## src/rtl/fp_pkg.sv

```systemverilog
// Issue-controller types: extension selector, FSM states and rounding-mode legality.
package fp_pkg;

    localparam int unsigned FLEN_DEFAULT = 64;

    typedef enum logic [1:0] {
        RV32FNone,
        RV32FSingle,
        RV64FDouble
    } rvf_e;

    typedef enum logic [1:0] {
        IDLE,
        ISSUE,
        WAIT,
        WB
    } issue_state_e;

    localparam logic [2:0] RM_RSVD_5 = 3'b101;
    localparam logic [2:0] RM_RSVD_6 = 3'b110;
    localparam logic [2:0] RM_DYN    = 3'b111;

    // A resolved mode of DYN means frm itself held DYN, which is just as illegal.
    function automatic logic rm_is_invalid(input logic [2:0] rm);
        return (rm == RM_RSVD_5) || (rm == RM_RSVD_6) || (rm == RM_DYN);
    endfunction

endpackage

```

## src/rtl/fpnew_pkg.sv

```systemverilog
// Operator, format and rounding-mode encodings shared with the FPU datapath.
// Values follow the FPnew core so requests pass straight through.
package fpnew_pkg;

    typedef enum logic [3:0] {
        FMADD, FNMSUB, ADD, MUL, DIV, SQRT, SGNJ, MINMAX,
        CMP, CLASSIFY, F2F, F2I, I2F, CPKAB, CPKCD
    } operation_e;

    typedef enum logic [2:0] {
        FP32    = 3'd0,
        FP64    = 3'd1,
        FP16    = 3'd2,
        FP8     = 3'd3,
        FP16ALT = 3'd4
    } fp_format_e;

    typedef enum logic [2:0] {
        RNE = 3'b000,
        RTZ = 3'b001,
        RDN = 3'b010,
        RUP = 3'b011,
        RMM = 3'b100,
        ROD = 3'b101,
        DYN = 3'b111
    } roundmode_e;

endpackage

```

## src/rtl/fp_issue_ctrl_if.sv

```systemverilog
// Request/response channel between the issue controller (master) and the FPU (slave).
interface fp_issue_ctrl_if #(
    parameter int unsigned FLEN = fp_pkg::FLEN_DEFAULT
);

    logic                    in_valid;
    logic                    in_ready;
    fpnew_pkg::operation_e   op;
    logic                    op_mod;
    fpnew_pkg::fp_format_e   src_fmt;
    fpnew_pkg::fp_format_e   dst_fmt;
    fpnew_pkg::roundmode_e   rnd;
    logic [3*FLEN-1:0]       operands;
    logic                    out_valid;
    logic                    out_ready;
    logic [FLEN-1:0]         result;
    logic [4:0]              status;
    logic                    flush;

    modport master (
        output in_valid, op, op_mod, src_fmt, dst_fmt, rnd, operands, out_ready, flush,
        input  in_ready, out_valid, result, status
    );

    modport slave (
        input  in_valid, op, op_mod, src_fmt, dst_fmt, rnd, operands, out_ready, flush,
        output in_ready, out_valid, result, status
    );

endinterface

```

## src/rtl/fp_wb_fmt.sv

```systemverilog
// Shapes an FPU result for the register file: integer results are sign-extended
// from bit 31 and single-precision FP results are NaN-boxed when FLEN is 64.
module fp_wb_fmt
    import fpnew_pkg::*;
#(
    parameter int unsigned FLEN = 64
) (
    input  logic [FLEN-1:0] result_i,
    input  fp_format_e      dst_fmt_i,
    input  logic            fp_we_i,
    input  logic            int_we_i,
    output logic [FLEN-1:0] wdata_o
);

    generate
        if (FLEN == 64) begin : g_flen64
            always_comb begin
                wdata_o = result_i;
                if (int_we_i) begin
                    wdata_o = {{32{result_i[31]}}, result_i[31:0]};
                end else if (fp_we_i && (dst_fmt_i == FP32)) begin
                    wdata_o = {32'hFFFF_FFFF, result_i[31:0]};
                end
            end
        end else begin : g_flen32
            logic unused_fmt;
            assign unused_fmt = ^{dst_fmt_i, fp_we_i, int_we_i};
            assign wdata_o    = result_i;
        end
    endgenerate

endmodule

```

## src/rtl/fp_issue_ctrl.sv

```systemverilog
// Issues one decoded FP operation at a time to the FPU, waits for its result and
// writes it back to the FP or integer register file, accumulating sticky flags.
module fp_issue_ctrl
    import fpnew_pkg::*;
    import fp_pkg::*;
#(
    parameter int unsigned FLEN = FLEN_DEFAULT,
    parameter rvf_e        RVF  = RV64FDouble
) (
    input  logic                  clk_i,
    input  logic                  rst_i,

    input  logic                  dec_valid_i,
    output logic                  dec_ready_o,
    input  operation_e            dec_op_i,
    input  logic                  dec_op_mod_i,
    input  fp_format_e            dec_src_fmt_i,
    input  fp_format_e            dec_dst_fmt_i,
    input  logic [2:0]            dec_rm_i,
    input  logic [4:0]            dec_rd_i,
    input  logic                  dec_fp_we_i,
    input  logic                  dec_int_we_i,

    input  logic [FLEN-1:0]       op_a_i,
    input  logic [FLEN-1:0]       op_b_i,
    input  logic [FLEN-1:0]       op_c_i,
    input  logic [2:0]            frm_i,
    input  logic                  flush_i,
    input  logic                  fflags_clr_i,

    fp_issue_ctrl_if.master       fpu,

    output logic                  fp_rf_we_o,
    output logic                  int_rf_we_o,
    output logic [4:0]            rf_waddr_o,
    output logic [FLEN-1:0]       rf_wdata_o,
    output logic [4:0]            fflags_o,
    output logic                  illegal_rm_o,
    output logic                  busy_o
);

    issue_state_e       state_q;
    operation_e         op_q;
    logic               op_mod_q;
    fp_format_e         src_fmt_q;
    fp_format_e         dst_fmt_q;
    roundmode_e         rnd_q;
    logic [3*FLEN-1:0]  operands_q;
    logic [4:0]         rd_q;
    logic               fp_we_q;
    logic               int_we_q;
    logic [FLEN-1:0]    wdata_q;
    logic [4:0]         fflags_q;
    logic               illegal_q;
    logic               flush_q;

    logic [2:0]         rm_resolved;
    logic               rm_illegal;
    logic [FLEN-1:0]    wb_data;

    assign rm_resolved = (dec_rm_i != RM_DYN) ? dec_rm_i : frm_i;
    assign rm_illegal  = rm_is_invalid(rm_resolved) || (RVF == RV32FNone);

    fp_wb_fmt #(.FLEN(FLEN)) u_wb_fmt (
        .result_i  (fpu.result),
        .dst_fmt_i (dst_fmt_q),
        .fp_we_i   (fp_we_q),
        .int_we_i  (int_we_q),
        .wdata_o   (wb_data)
    );

    always_ff @(posedge clk_i) begin
        if (rst_i) begin
            state_q    <= IDLE;
            op_q       <= FMADD;
            op_mod_q   <= 1'b0;
            src_fmt_q  <= FP32;
            dst_fmt_q  <= FP32;
            rnd_q      <= RNE;
            operands_q <= '0;
            rd_q       <= '0;
            fp_we_q    <= 1'b0;
            int_we_q   <= 1'b0;
            wdata_q    <= '0;
            fflags_q   <= '0;
            illegal_q  <= 1'b0;
            flush_q    <= 1'b0;
        end else begin
            illegal_q <= 1'b0;
            flush_q   <= 1'b0;
            if (fflags_clr_i) begin
                fflags_q <= '0;
            end
            case (state_q)
                IDLE: begin
                    if (dec_valid_i) begin
                        if (rm_illegal) begin
                            illegal_q <= 1'b1;
                        end else begin
                            op_q       <= dec_op_i;
                            op_mod_q   <= dec_op_mod_i;
                            src_fmt_q  <= dec_src_fmt_i;
                            dst_fmt_q  <= dec_dst_fmt_i;
                            rnd_q      <= roundmode_e'(rm_resolved);
                            operands_q <= {op_c_i, op_b_i, op_a_i};
                            rd_q       <= dec_rd_i;
                            fp_we_q    <= dec_fp_we_i;
                            int_we_q   <= dec_int_we_i;
                            state_q    <= ISSUE;
                        end
                    end
                end
                ISSUE: begin
                    if (flush_i) begin
                        flush_q <= 1'b1;
                        state_q <= IDLE;
                    end else if (fpu.in_ready) begin
                        state_q <= WAIT;
                    end
                end
                WAIT: begin
                    // A flush wins over a result arriving in the same cycle.
                    if (flush_i) begin
                        flush_q <= 1'b1;
                        state_q <= IDLE;
                    end else if (fpu.out_valid) begin
                        wdata_q  <= wb_data;
                        fflags_q <= (fflags_clr_i ? 5'b0 : fflags_q) | fpu.status;
                        state_q  <= WB;
                    end
                end
                WB: begin
                    state_q <= IDLE;
                end
                default: begin
                    state_q <= IDLE;
                end
            endcase
        end
    end

    // Ready is masked by reset so nothing is accepted while reset is held.
    assign dec_ready_o   = (state_q == IDLE) && !rst_i;
    assign busy_o        = (state_q != IDLE);
    assign fp_rf_we_o    = (state_q == WB) && fp_we_q;
    assign int_rf_we_o   = (state_q == WB) && int_we_q;
    assign rf_waddr_o    = rd_q;
    assign rf_wdata_o    = wdata_q;
    assign fflags_o      = fflags_q;
    assign illegal_rm_o  = illegal_q;

    assign fpu.in_valid  = (state_q == ISSUE);
    assign fpu.out_ready = (state_q == WAIT);
    assign fpu.flush     = flush_q;
    assign fpu.op        = op_q;
    assign fpu.op_mod    = op_mod_q;
    assign fpu.src_fmt   = src_fmt_q;
    assign fpu.dst_fmt   = dst_fmt_q;
    assign fpu.rnd       = rnd_q;
    assign fpu.operands  = operands_q;

endmodule
```

## src/flat_wrapper.sv

```systemverilog
// flat-port wrapper written by rule: the top's interface ports become plain ports
module fp_issue_ctrl_flat import fpnew_pkg::*; import fp_pkg::*;
#(
    parameter int unsigned FLEN = FLEN_DEFAULT,
    parameter rvf_e        RVF  = RV64FDouble
)
  (clk_i, rst_i, dec_valid_i, dec_ready_o, dec_op_i, dec_op_mod_i, dec_src_fmt_i, dec_dst_fmt_i, dec_rm_i, dec_rd_i, dec_fp_we_i, dec_int_we_i, op_a_i, op_b_i, op_c_i, frm_i, flush_i, fflags_clr_i, fp_rf_we_o, int_rf_we_o, rf_waddr_o, rf_wdata_o, fflags_o, illegal_rm_o, busy_o, fpu_in_valid, fpu_op, fpu_op_mod, fpu_src_fmt, fpu_dst_fmt, fpu_rnd, fpu_operands, fpu_out_ready, fpu_flush, fpu_in_ready, fpu_out_valid, fpu_result, fpu_status);
  fp_issue_ctrl_if #(.FLEN(FLEN)) fpu_i ();
  input  logic clk_i;
  input  logic rst_i;
  input  logic dec_valid_i;
  output logic dec_ready_o;
  input  operation_e dec_op_i;
  input  logic dec_op_mod_i;
  input  fp_format_e dec_src_fmt_i;
  input  fp_format_e dec_dst_fmt_i;
  input  logic [2:0] dec_rm_i;
  input  logic [4:0] dec_rd_i;
  input  logic dec_fp_we_i;
  input  logic dec_int_we_i;
  input  logic [FLEN-1:0] op_a_i;
  input  logic [FLEN-1:0] op_b_i;
  input  logic [FLEN-1:0] op_c_i;
  input  logic [2:0] frm_i;
  input  logic flush_i;
  input  logic fflags_clr_i;
  output logic fp_rf_we_o;
  output logic int_rf_we_o;
  output logic [4:0] rf_waddr_o;
  output logic [FLEN-1:0] rf_wdata_o;
  output logic [4:0] fflags_o;
  output logic illegal_rm_o;
  output logic busy_o;
  output wire logic [$bits(fpu_i.in_valid)-1:0] fpu_in_valid;
  output wire logic [$bits(fpu_i.op)-1:0] fpu_op;
  output wire logic [$bits(fpu_i.op_mod)-1:0] fpu_op_mod;
  output wire logic [$bits(fpu_i.src_fmt)-1:0] fpu_src_fmt;
  output wire logic [$bits(fpu_i.dst_fmt)-1:0] fpu_dst_fmt;
  output wire logic [$bits(fpu_i.rnd)-1:0] fpu_rnd;
  output wire logic [$bits(fpu_i.operands)-1:0] fpu_operands;
  output wire logic [$bits(fpu_i.out_ready)-1:0] fpu_out_ready;
  output wire logic [$bits(fpu_i.flush)-1:0] fpu_flush;
  input wire logic [$bits(fpu_i.in_ready)-1:0] fpu_in_ready;
  input wire logic [$bits(fpu_i.out_valid)-1:0] fpu_out_valid;
  input wire logic [$bits(fpu_i.result)-1:0] fpu_result;
  input wire logic [$bits(fpu_i.status)-1:0] fpu_status;
  assign fpu_in_valid = fpu_i.in_valid;
  assign fpu_op = fpu_i.op;
  assign fpu_op_mod = fpu_i.op_mod;
  assign fpu_src_fmt = fpu_i.src_fmt;
  assign fpu_dst_fmt = fpu_i.dst_fmt;
  assign fpu_rnd = fpu_i.rnd;
  assign fpu_operands = fpu_i.operands;
  assign fpu_out_ready = fpu_i.out_ready;
  assign fpu_flush = fpu_i.flush;
  assign fpu_i.in_ready = fpu_in_ready;
  assign fpu_i.out_valid = fpu_out_valid;
  assign fpu_i.result = fpu_result;
  assign fpu_i.status = fpu_status;
  fp_issue_ctrl #(.FLEN(FLEN), .RVF(RVF)) u_core (.clk_i(clk_i), .rst_i(rst_i), .dec_valid_i(dec_valid_i), .dec_ready_o(dec_ready_o), .dec_op_i(dec_op_i), .dec_op_mod_i(dec_op_mod_i), .dec_src_fmt_i(dec_src_fmt_i), .dec_dst_fmt_i(dec_dst_fmt_i), .dec_rm_i(dec_rm_i), .dec_rd_i(dec_rd_i), .dec_fp_we_i(dec_fp_we_i), .dec_int_we_i(dec_int_we_i), .op_a_i(op_a_i), .op_b_i(op_b_i), .op_c_i(op_c_i), .frm_i(frm_i), .flush_i(flush_i), .fflags_clr_i(fflags_clr_i), .fpu(fpu_i), .fp_rf_we_o(fp_rf_we_o), .int_rf_we_o(int_rf_we_o), .rf_waddr_o(rf_waddr_o), .rf_wdata_o(rf_wdata_o), .fflags_o(fflags_o), .illegal_rm_o(illegal_rm_o), .busy_o(busy_o));
endmodule
```

## config.mk

```make
export PLATFORM = sky130hd
export DESIGN_NAME = fp_issue_ctrl_flat
export DESIGN_NICKNAME = d
export VERILOG_FILES = /design/src/rtl/fp_pkg.sv /design/src/rtl/fpnew_pkg.sv /design/src/rtl/fp_issue_ctrl_if.sv /design/src/rtl/fp_wb_fmt.sv /design/src/rtl/fp_issue_ctrl.sv /design/src/flat_wrapper.sv
export SDC_FILE = /design/constraint.sdc
export NUM_CORES = 1
export LEC_CHECK = 0
export BUFFER_PORTS_ARGS = -buffer_cell sky130_fd_sc_hd__buf_2
export CAP_MARGIN = 20
export CORE_AREA = 2 2 227 229
export DETAILED_ROUTE_END_ITERATION = 7
export DIE_AREA = 0 0 229 231
export PLACE_DENSITY = 0.51
export SLEW_MARGIN = 0
export SYNTH_ARGS = -nofsm -noshare
export SYNTH_HDL_FRONTEND = slang
export SYNTH_SLANG_ARGS = --single-unit
```

## constraint.sdc

```tcl
create_clock -name clk_i -period 3.25 [get_ports clk_i]
set_input_delay 0.1625 -clock clk_i [delete_from_list [all_inputs] [get_ports clk_i]]
set_output_delay 0.1625 -clock clk_i [all_outputs]
set_load 0.03 [all_outputs]
```

==> impl_metrics.ini, run 1 <==
[outcome]
status = finished, final reports clean

[final_layout]
drive_gt1_frac = 0.307
syn_to_final_growth_pct = 72.5
final_nets = 2382

[critical_path]
required_ps = 3700
worst-r2r-setup-slack_ps = 670
r2r_start = u_core.state_q[0]
slowest_stage = buf_4
path_max_fanout = 69
crit_buf_inv = 3
cp.arrival_ps = 3030
crit_family = buffers and inverters
max_stage_delay_ps = 610
crit_path_end_kind = flip-flop
crit_path_start = u_core.state_q[0]
cp-start-kind = flip-flop
crit_chain = inv_1 -> ha_1 -> nor2b_1 -> and2_2 -> buf_4 -> a21oi_1 -> dlygate4sd3_1 -> nor2_1
path_class = reg2reg

[clock_network]
cts.clk_slew.worst_paths_ps = 60
htreeDepth = 2
cts_resized = 0
clock_sinks = 286
cts.path.max_buffers = 3
cts-root-buf = clkbuf_16
cts_inserted_buffers = 34
cts_tree = done
clk_latency_ps = 520

[pwr]
internal_power_mw = 6.76
finalPower_mw = 9.61
seqPwrFrac = 0.403
power.share.switching = 0.297
power.density_nw_per_um2 = 543
pwr-share-clk = 0.391
p_leak_nw = 7.92
power.switching_mw = 2.85
ir_drop_v = 0.000321
p_comb_frac = 0.206

[logic_synthesis]
synth.top_cells.by_area = dfxtp_1 (56%), nand2_1 (18%), a21oi_1 (12%)
yosysSeqAreaShare = 0.558
yosysTopAreaCellShare = 0.558
syn_inst = 1273
yosysTopAreaCell = dfxtp_1
synth_area_um2 = 10300
ys_warn_count = 0
ys_seq_elements = 286
ys.flop_type = dfxtp_1
postSynth.asyncResetShare = 0
synth_edf_count = 0
ys_types = 33
synth_fp_nets = 1570
avgSynthCellArea_um2 = 8.06

[route]
ant_nets = 0
num_vias = 11606
drt-total-wl_um = 39500
dr.pass1.iters = 6
wl_per_cell_um = 14.1
drc = 0
viasPerCell = 4.16
dr.first_iter.drc_count = 417

[floorplanning]
die_area_um2 = 52900
row_count = 83
die_y_um = 231
core_um2 = 50700
boundaryPins = 580
initial_core_util = 0.202
die_w_um = 229

[global_routing]
antenna_found_initial = 4
grt_pass1_wl_um = 60400
grt_max_degree = 126
grt_usage = 0.140
grt_pass1_vias = 11660
grt.overflow.total = 0

[place]
port_buffers = 579
dp_hpwl_um = 25200
place_congestion = 0.790

[sta]
rsz0062_at_grt = false
fin_skew_ps = 12.5
fin_crit_ps = 2580
slew_headroom = 0.397
hold_viol_final = 0
setup_viol = 0
worst_slew_pin_slew_ps = 904
clock.fmax_mhz = 387
report.final.slew_viol_count = 0
fin_crit_sh = 0.794
fin_tns_setup_ps = 0

[run]
cap_violations = 0

[worst_hold_path]
worst_hold_path_type = in2reg
holdCritStartpoint = frm_i[2]
## metal layers
layer | GRT usage | part of all wire
met5 | 0 | 0.00058
met4 | 0.0617 | 0.037
met3 | 0.0458 | 0.083
met2 | 0.247 | 0.48
met1 | 0.153 | 0.40
## state kept, by name, indices dropped and copies added (netlist names), 2 cells and up
register	count
u_core.fpu.operands	192
u_core.state_q	2
u_core.fflags_o	5
u_core.rf_waddr_o	5
u_core.rf_wdata_o	64
u_core.fpu.rnd	3
u_core.fpu.src_fmt	3
u_core.fpu.op	4
u_core.fpu.dst_fmt	3
## power groups by stage
stage / logic (mW) / registers (mW) / clock network (mW)
after detailed placement: 1.71 / 3.94 / 0
after floorplan: 0.659 / 4.39 / 0
after global placement: 1.70 / 3.93 / 0
final: 1.98 / 3.87 / 3.76
after global routing: 2.14 / 3.90 / 4.02
after CTS: 1.98 / 3.87 / 3.90
## cell families (layout without fill, tap and decap cells)
group,count (synthesis),count (layout),synth area share
multiplexers,1,1,0.000976
other,0,2,0
flip-flops,286,286,0.558
AO/OA/AOI/OAI,326,326,0.178
AND/OR/NAND/NOR,554,554,0.210
buffers and inverters,101,936,0.0471
adder cells (fa/ha/maj),5,5,0.00610
## path summary, 6_finish.rpt
path	endpoint	cells past startpoint
hold reg to reg	u_core.fpu.operands[165]	2
setup / recovery	u_core.fflags_o[0]	8
hold / removal	u_core.fpu.rnd[2]	3
setup reg to reg	u_core.fflags_o[0]	8
## worst register-to-register path: cells and delay by family, from the launching register on
| kind | cells | cell delay, ps |
|---|---|---|
| buffers and inverters | 3 | 1330 |
| and+or+nand+nor | 3 | 450 |
| DFF | 1 | 330 |
| adders and majority gates | 1 | 220 |
| AOI/OAI and AO/OA | 1 | 180 |
## layout by cell type (no fill, tap or decap), types with 3 or more instances in the layout
| master | n |
|---|---|
| a211oi_1 | 32 |
| a21oi_1 | 251 |
| buf_12 | 6 |
| buf_2 | 578 |
| buf_4 | 5 |
| clkbuf_1 | 7 |
| clkbuf_16 | 37 |
| clkbuf_8 | 10 |
| clkinv_2 | 4 |
| dfxtp_1 | 286 |
| dlygate4sd3_1 | 284 |
| ha_1 | 5 |
| inv_1 | 3 |
| nand2_1 | 491 |
| nand2b_1 | 3 |
| nor2_1 | 40 |
| nor2b_1 | 7 |
| o21bai_1 | 33 |
## synth_stat cells, drive strengths merged, types with 3 or more instances
library cell and count:
ha 5, a211oi 32, nor2 40, inv 3
buf 46, and2 3, a21oi 252, clkbuf 52
nor2b 7, o21bai 33, dfxtp 286, nand2 491
nand2b 3
## stage by stage
stage / area, µm² / setup WS, ps / instances / hold WS [ps] / utilization
finish: 17700 / 669 / 2790 / 27.8 / 0.349
global route: 17700 / 389 / 2789 / 26.3 / 0.349
CTS: 17700 / 659 / 2788 / 1.54 / 0.349
detailed placement: 13700 / 1100 / 2445 / 407 / 0.271
global placement: 13700 / 1200 / 2445 / 389 / 0.271
floorplan: 10300 / 1390 / 1273 / 283 / -
## repair_timing
item                                    4_1_cts  5_1_grt
hold buffers                                284        0
hold endpoints to repair                    283        0
buffers inserted                              0        0
endpoints found under the setup margin        0        0
## area by class of cell
cell class | instances | area, µm²
inverters | 3 | 11.3
well taps | 680 | 851
repair buffers | 874 | 5910
flip-flops and latches | 286 | 5730
clock inverters | 6 | 36.3
multi-input cells | 886 | 4090
clock buffers | 53 | 1080
fillers | 5199 | 33000
diodes | 2 | 5.00
(Power assumes the default switching activity.)
==> run 2: changes to the inputs <==
PLACE_DENSITY = 0.53   (was 0.51)
clock period = 2.28 ns   (was 3.25 ns; I/O delays follow)
==> run 2 against run 1 <==
Compared with the run above: design area increased by 1.5%; non-clock buffer count increased by 30; die area unchanged; sequential share of layout area decreased by 0.49 points; combinational power increased by 49%.
==> impl_metrics.ini, run 2 (same netlist as run 1, synthesis figures left out) <==
[sta]
fin_crit_ps = 2160
clock.fmax_mhz = 463
rsz0062_at_grt = false
hold_viol_final = 0
worst_slew_pin_slew_ps = 479
fin_tns_setup_ps = 0
fin_skew_ps = 12.8
fin_crit_sh = 0.947
slew_headroom = 0.681
report.final.slew_viol_count = 0
setup_viol = 0

[final_layout]
fillCellCount = 5172
drive_gt1_frac = 0.316
layout_common_cells = buf_2 (578), nand2_1 (491), dlygate4sd3_1 (288), dfxtp_1 (286), a21oi_1 (251)
largest_reg_flops = 192
syn_to_final_growth_pct = 75.2
final_core_util = 0.355
final_common_cell = buf_2
final_nets = 2413

[pwr]
p_comb_frac = 0.214
seqPwrFrac = 0.399
power.share.switching = 0.300
p_leak_nw = 8.06
power.switching_mw = 4.15
internal_power_mw = 9.67
ir_drop_v = 0.000609
power.density_nw_per_um2 = 769
pwr-share-clk = 0.387

[floorplanning]
core_um2 = 50700
initial_core_util = 0.202
die_y_um = 231
die_area_um2 = 52900
row_count = 83
boundaryPins = 580
die_w_um = 229

[critical_path]
crit_path_end_kind = flip-flop
cp.arrival_ps = 2610
worst-r2r-setup-slack_ps = 120
r2r_start = u_core.state_q[0]
path_class = reg2reg
crit_chain = inv_1 -> ha_2 -> nor2b_1 -> and2_2 -> buf_12 -> a21oi_1 -> dlygate4sd3_1 -> nor2_1
slowest_stage = dlygate4sd3_1
r2r_end = u_core.fflags_o[3]
max_stage_delay_ps = 560
crit_buf_inv = 3
cp-start-kind = flip-flop
crit_family = buffers and inverters
required_ps = 2730
r2r_cells = 8
path_max_fanout = 32
worst-path-stages = 8

[global_routing]
grt_pass1_vias = 12120
grt_pass1_wl_um = 63200
grt_usage = 0.148
antenna_found_initial = 3
grt_max_degree = 98
grt.overflow.total = 0

[clock_network]
cts-root-buf = clkbuf_16
clock_sinks = 286
cts.path.max_buffers = 3
cts_inserted_buffers = 35
cts.clk_slew.worst_paths_ps = 60
cts_tree = done
clk_latency_ps = 520
htreeDepth = 2

[place]
dp_hpwl_um = 27800
port_buffers = 579
place_congestion = 0.884

[worst_hold_path]
min_delay_worst_endpoint = u_core.fpu.rnd[1]
worst_hold_path_type = in2reg
whs_path_depth = 3
holdCritStartpoint = dec_rm_i[1]

[route]
dr.pass1.iters = 5
num_vias = 11874
dr.first_iter.drc_count = 469
ant_nets = 0
drt-total-wl_um = 41200
drc = 0
viasPerCell = 4.21
wl_per_cell_um = 14.6

[outcome]
status = finished, final reports clean

[run]
cap_violations = 0
==> run 2: changes by cell type in the layout (fill, tap and decap cells not counted), moves of 4 or more <==
| cell | before | now |
|---|---|---|
| clkbuf_8 | 10 | 4 |
| clkinv_2 | 4 | 8 |
| dlygate4sd3_1 | 284 | 288 |
| buf_4 | 5 | 27 |
| buf_12 | 6 | 10 |
==> run 2: per-stage QoR <==
stage          cell area (µm²)  power (mW)  hold slack [ps]  cells  worst slack, ps
2_1_floorplan            10300        7.19              234   1273              416
4_1_cts                  18000        14.0             7.66   2819             98.2
3_5_place_dp             14000        8.19              356   2471              263
5_1_grt                  18000        14.5             74.7   2820             19.8
6_report                 18000        13.8             27.5   2821              122
3_3_place_gp             14000        8.16              348   2471              329
==> run 2: final cells by class <==
| cell class | instances | area [µm²] | area share |
|---|---|---|---|
| diodes | 2 | 5.00 | 0.000278 |
| inverters | 3 | 11.3 | 0.000627 |
| flip-flops and latches | 286 | 5730 | 0.319 |
| clock inverters | 13 | 105 | 0.00585 |
| repair buffers | 904 | 6190 | 0.345 |
| well taps | 680 | 851 | 0.0473 |
| clock buffers | 47 | 993 | 0.0553 |
| multi-input cells | 886 | 4090 | 0.228 |
==> run 2: what timing repair did <==
| item | in CTS | in global routing |
|---|---|---|
| endpoints found under the hold margin | 283 | 0 |
| resized for setup | 0 | 1 |
| hold buffers | 288 | 0 |
| buffers inserted | 0 | 0 |
| setup endpoints to repair | 0 | 3 |
==> run 2: worst register-to-register path, delay by kind of cell (launching register included) <==
kind,cells,cell delay (ps)
compound gates,1,100
fa+ha+maj,1,230
buf+inv,3,880
flops,1,330
simple gates,3,550
==> run 2: routing by layer <==
layer  vias up  wire (µm)  global-route usage
li1       5845          -                   -
met1      5471      16100               0.161
met2       463      20300               0.263
met3        93       3130              0.0446
met4         2       1670              0.0686
met5         -         13                   0
==> run 2: how the worst max path moves through the flow <==
stage	from	to	slack, ps
after floorplan	u_core.state_q[0]	u_core.rf_wdata_o[22]	420
after global placement	u_core.state_q[0]	u_core.fpu.operands[160]	330
after detailed placement	u_core.state_q[0]	u_core.fpu.operands[42]	260
after CTS	u_core.state_q[0]	u_core.fflags_o[4]	100
after global routing	u_core.state_q[0]	u_core.fflags_o[3]	20
final	u_core.state_q[0]	u_core.fflags_o[3]	120
==> run 2: power groups by stage <==
stage / Combinational [mW] / Clock, mW / Sequential (mW)
5_1_grt: 3.20 / 5.75 / 5.56
3_5_place_dp: 2.57 / 0 / 5.62
6_report: 2.95 / 5.35 / 5.52
4_1_cts: 2.96 / 5.54 / 5.52
2_1_floorplan: 0.940 / 0 / 6.25
3_3_place_gp: 2.55 / 0 / 5.61
==> run 3: changes to the inputs <==
CAP_MARGIN = unset   (was 20)
CTS_BUF_LIST = sky130_fd_sc_hd__clkbuf_8 sky130_fd_sc_hd__clkbuf_16   (was unset)
==> run 3 against run 2 <==
Compared with the run above: routed wire length shrank 0.17%; core utilization is the same; non-clock buffer count is the same; via count shrank 0.22%; hold slack lost 1.2 ps; flip-flop and latch count is the same; clock-buffer cell count shrank 7; design area is the same; clock skew is essentially flat; global-route usage is the same; cell count is the same; critical path type unchanged; highest routed layer unchanged.
==> impl_metrics.ini, run 3 (same netlist as run 1, synthesis figures left out) <==
[outcome]
status = finished, final reports clean

[critical_path]
cp-start-kind = flip-flop
crit_path_end_kind = flip-flop
r2r_end = u_core.fflags_o[0]
r2r_cells = 8
crit_chain = inv_1 -> ha_2 -> nor2b_1 -> and2_2 -> buf_12 -> a21oi_1 -> dlygate4sd3_1 -> nor2_1
cp.arrival_ps = 2620
crit_path_end = u_core.fflags_o[0]
r2r_start = u_core.state_q[0]
path_class = reg2reg
required_ps = 2730
slowest_stage = dlygate4sd3_1
crit_path_start = u_core.state_q[0]
max_stage_delay_ps = 560
path_max_fanout = 32
worst-r2r-setup-slack_ps = 110

[place]
port_buffers = 579
dpl.cell_count = 2471
dp_hpwl_um = 27800
place_congestion = 0.884

[clock_network]
clock_sinks = 286
cts-root-buf = clkbuf_16
htreeDepth = 2
cts_post_setup_buffers_inserted = 0
cts_tree = done
cts_inserted_buffers = 35
clk_latency_ps = 520
cts.path.max_buffers = 3
cts.clk_slew.worst_paths_ps = 60

[run]
cap_violations = 0

[pwr]
pwr-share-clk = 0.386
p_comb_frac = 0.214
power.density_nw_per_um2 = 767
p_leak_nw = 8.09
ir_drop_v = 0.000609
seqPwrFrac = 0.400
power.share.switching = 0.301
internal_power_mw = 9.64
power.switching_mw = 4.15

[sta]
fin_crit_ps = 2170
rsz0062_at_grt = false
setup_viol = 0
fin_crit_sh = 0.954
worst_slew_pin_slew_ps = 481
report.final.slew_viol_count = 0
clock.fmax_mhz = 460
slew_headroom = 0.680
hold_viol_final = 0
fin_skew_ps = 13.2
fin_tns_setup_ps = 0

[final_layout]
regArea_um2 = 5730
largest_reg_flops = 192
final_nets = 2413
fillCellCount = 5172
fin_cells = 2821
syn_to_final_growth_pct = 75.2
layout_common_cells = buf_2 (578), nand2_1 (491), dlygate4sd3_1 (288), dfxtp_1 (286), a21oi_1 (251)
drive_gt1_frac = 0.316
multi_input_area_um2 = 4090
final_common_cell = buf_2

[global_routing]
antenna_found_initial = 3
grt_pass1_vias = 12120
grt_max_degree = 98
grt.overflow.total = 0
grt_pass1_wl_um = 63200
grt_usage = 0.148

[floorplanning]
row_count = 83
core_um2 = 50700
die_y_um = 231
die_w_um = 229
die_area_um2 = 52900
initial_core_util = 0.202
boundaryPins = 580

[route]
viasPerCell = 4.20
dr.pass1.iters = 5
num_vias = 11848
drc = 0
wl_per_cell_um = 14.6
drt-total-wl_um = 41200
dr.first_iter.drc_count = 494
ant_nets = 0

[worst_hold_path]
holdCritStartpoint = dec_rm_i[1]
worst_hold_path_type = in2reg
-- run 3: stage by stage --
stage | total power, mW | worst slack (ps) | hold slack, ps | instance area (µm²) | util
6_report | 13.8 | 105 | 26.4 | 18000 | 0.355
5_1_grt | 14.5 | 19.4 | 74.7 | 18000 | 0.355
4_1_cts | 14.0 | 97.9 | 7.37 | 18000 | 0.354
3_5_place_dp | 8.19 | 263 | 356 | 14000 | 0.276
3_3_place_gp | 8.16 | 329 | 348 | 14000 | 0.276
2_1_floorplan | 7.19 | 416 | 234 | 10300 | -
-- run 3: power by group through the flow --
stage               sequential (mW)  clock (mW)  combinational (mW)
CTS                            5.52        5.51                2.96
floorplan                      6.25           0               0.940
detailed placement             5.62           0                2.57
global route                   5.56        5.72                3.20
global placement               5.61           0                2.55
finish                         5.52        5.32                2.95
-- run 3: final cells by class --
cell class / count / area share
sequential: 286 / 0.319
timing repair buffer: 904 / 0.345
tap: 680 / 0.0473
clock buffer: 40 / 0.0538
clock inverter: 20 / 0.00731
antenna: 2 / 0.000278
inverter: 3 / 0.000627
multi-input combinational: 886 / 0.228
-- run 3: routing by layer --
metal | global-route usage | vias up | routed length, µm
li1 | - | 5847 | -
met1 | 0.161 | 5429 | 16100
met2 | 0.263 | 479 | 20200
met3 | 0.0446 | 91 | 3160
met4 | 0.0686 | 2 | 1660
met5 | 0 | - | 13
-- run 3: how the worst min path moves through the flow --
stage                               end  slack, ps  cells past startpoint
finish                u_core.fpu.rnd[1]         30                      3
global route          u_core.fpu.rnd[1]         70                      3
CTS                 u_core.illegal_rm_o          7                      4
detailed placement   u_core.fflags_o[3]        360                      3
global placement     u_core.fflags_o[4]        350                      3
floorplan              u_core.fpu.flush        230                      2
-- run 3: timing repair --
item                                   in CTS  in global routing
setup endpoints to repair                   0                  3
hold buffers                              288                  0
endpoints found under the hold margin     283                  0
resized for setup                           0                  1
-- run 3: critical path: cells and delay by family, from the launching register on --
kind	cells	cell delay, ps
fa+ha+maj	1	230
flops	1	330
simple gates	3	560
buf+inv	3	880
compound gates	1	90
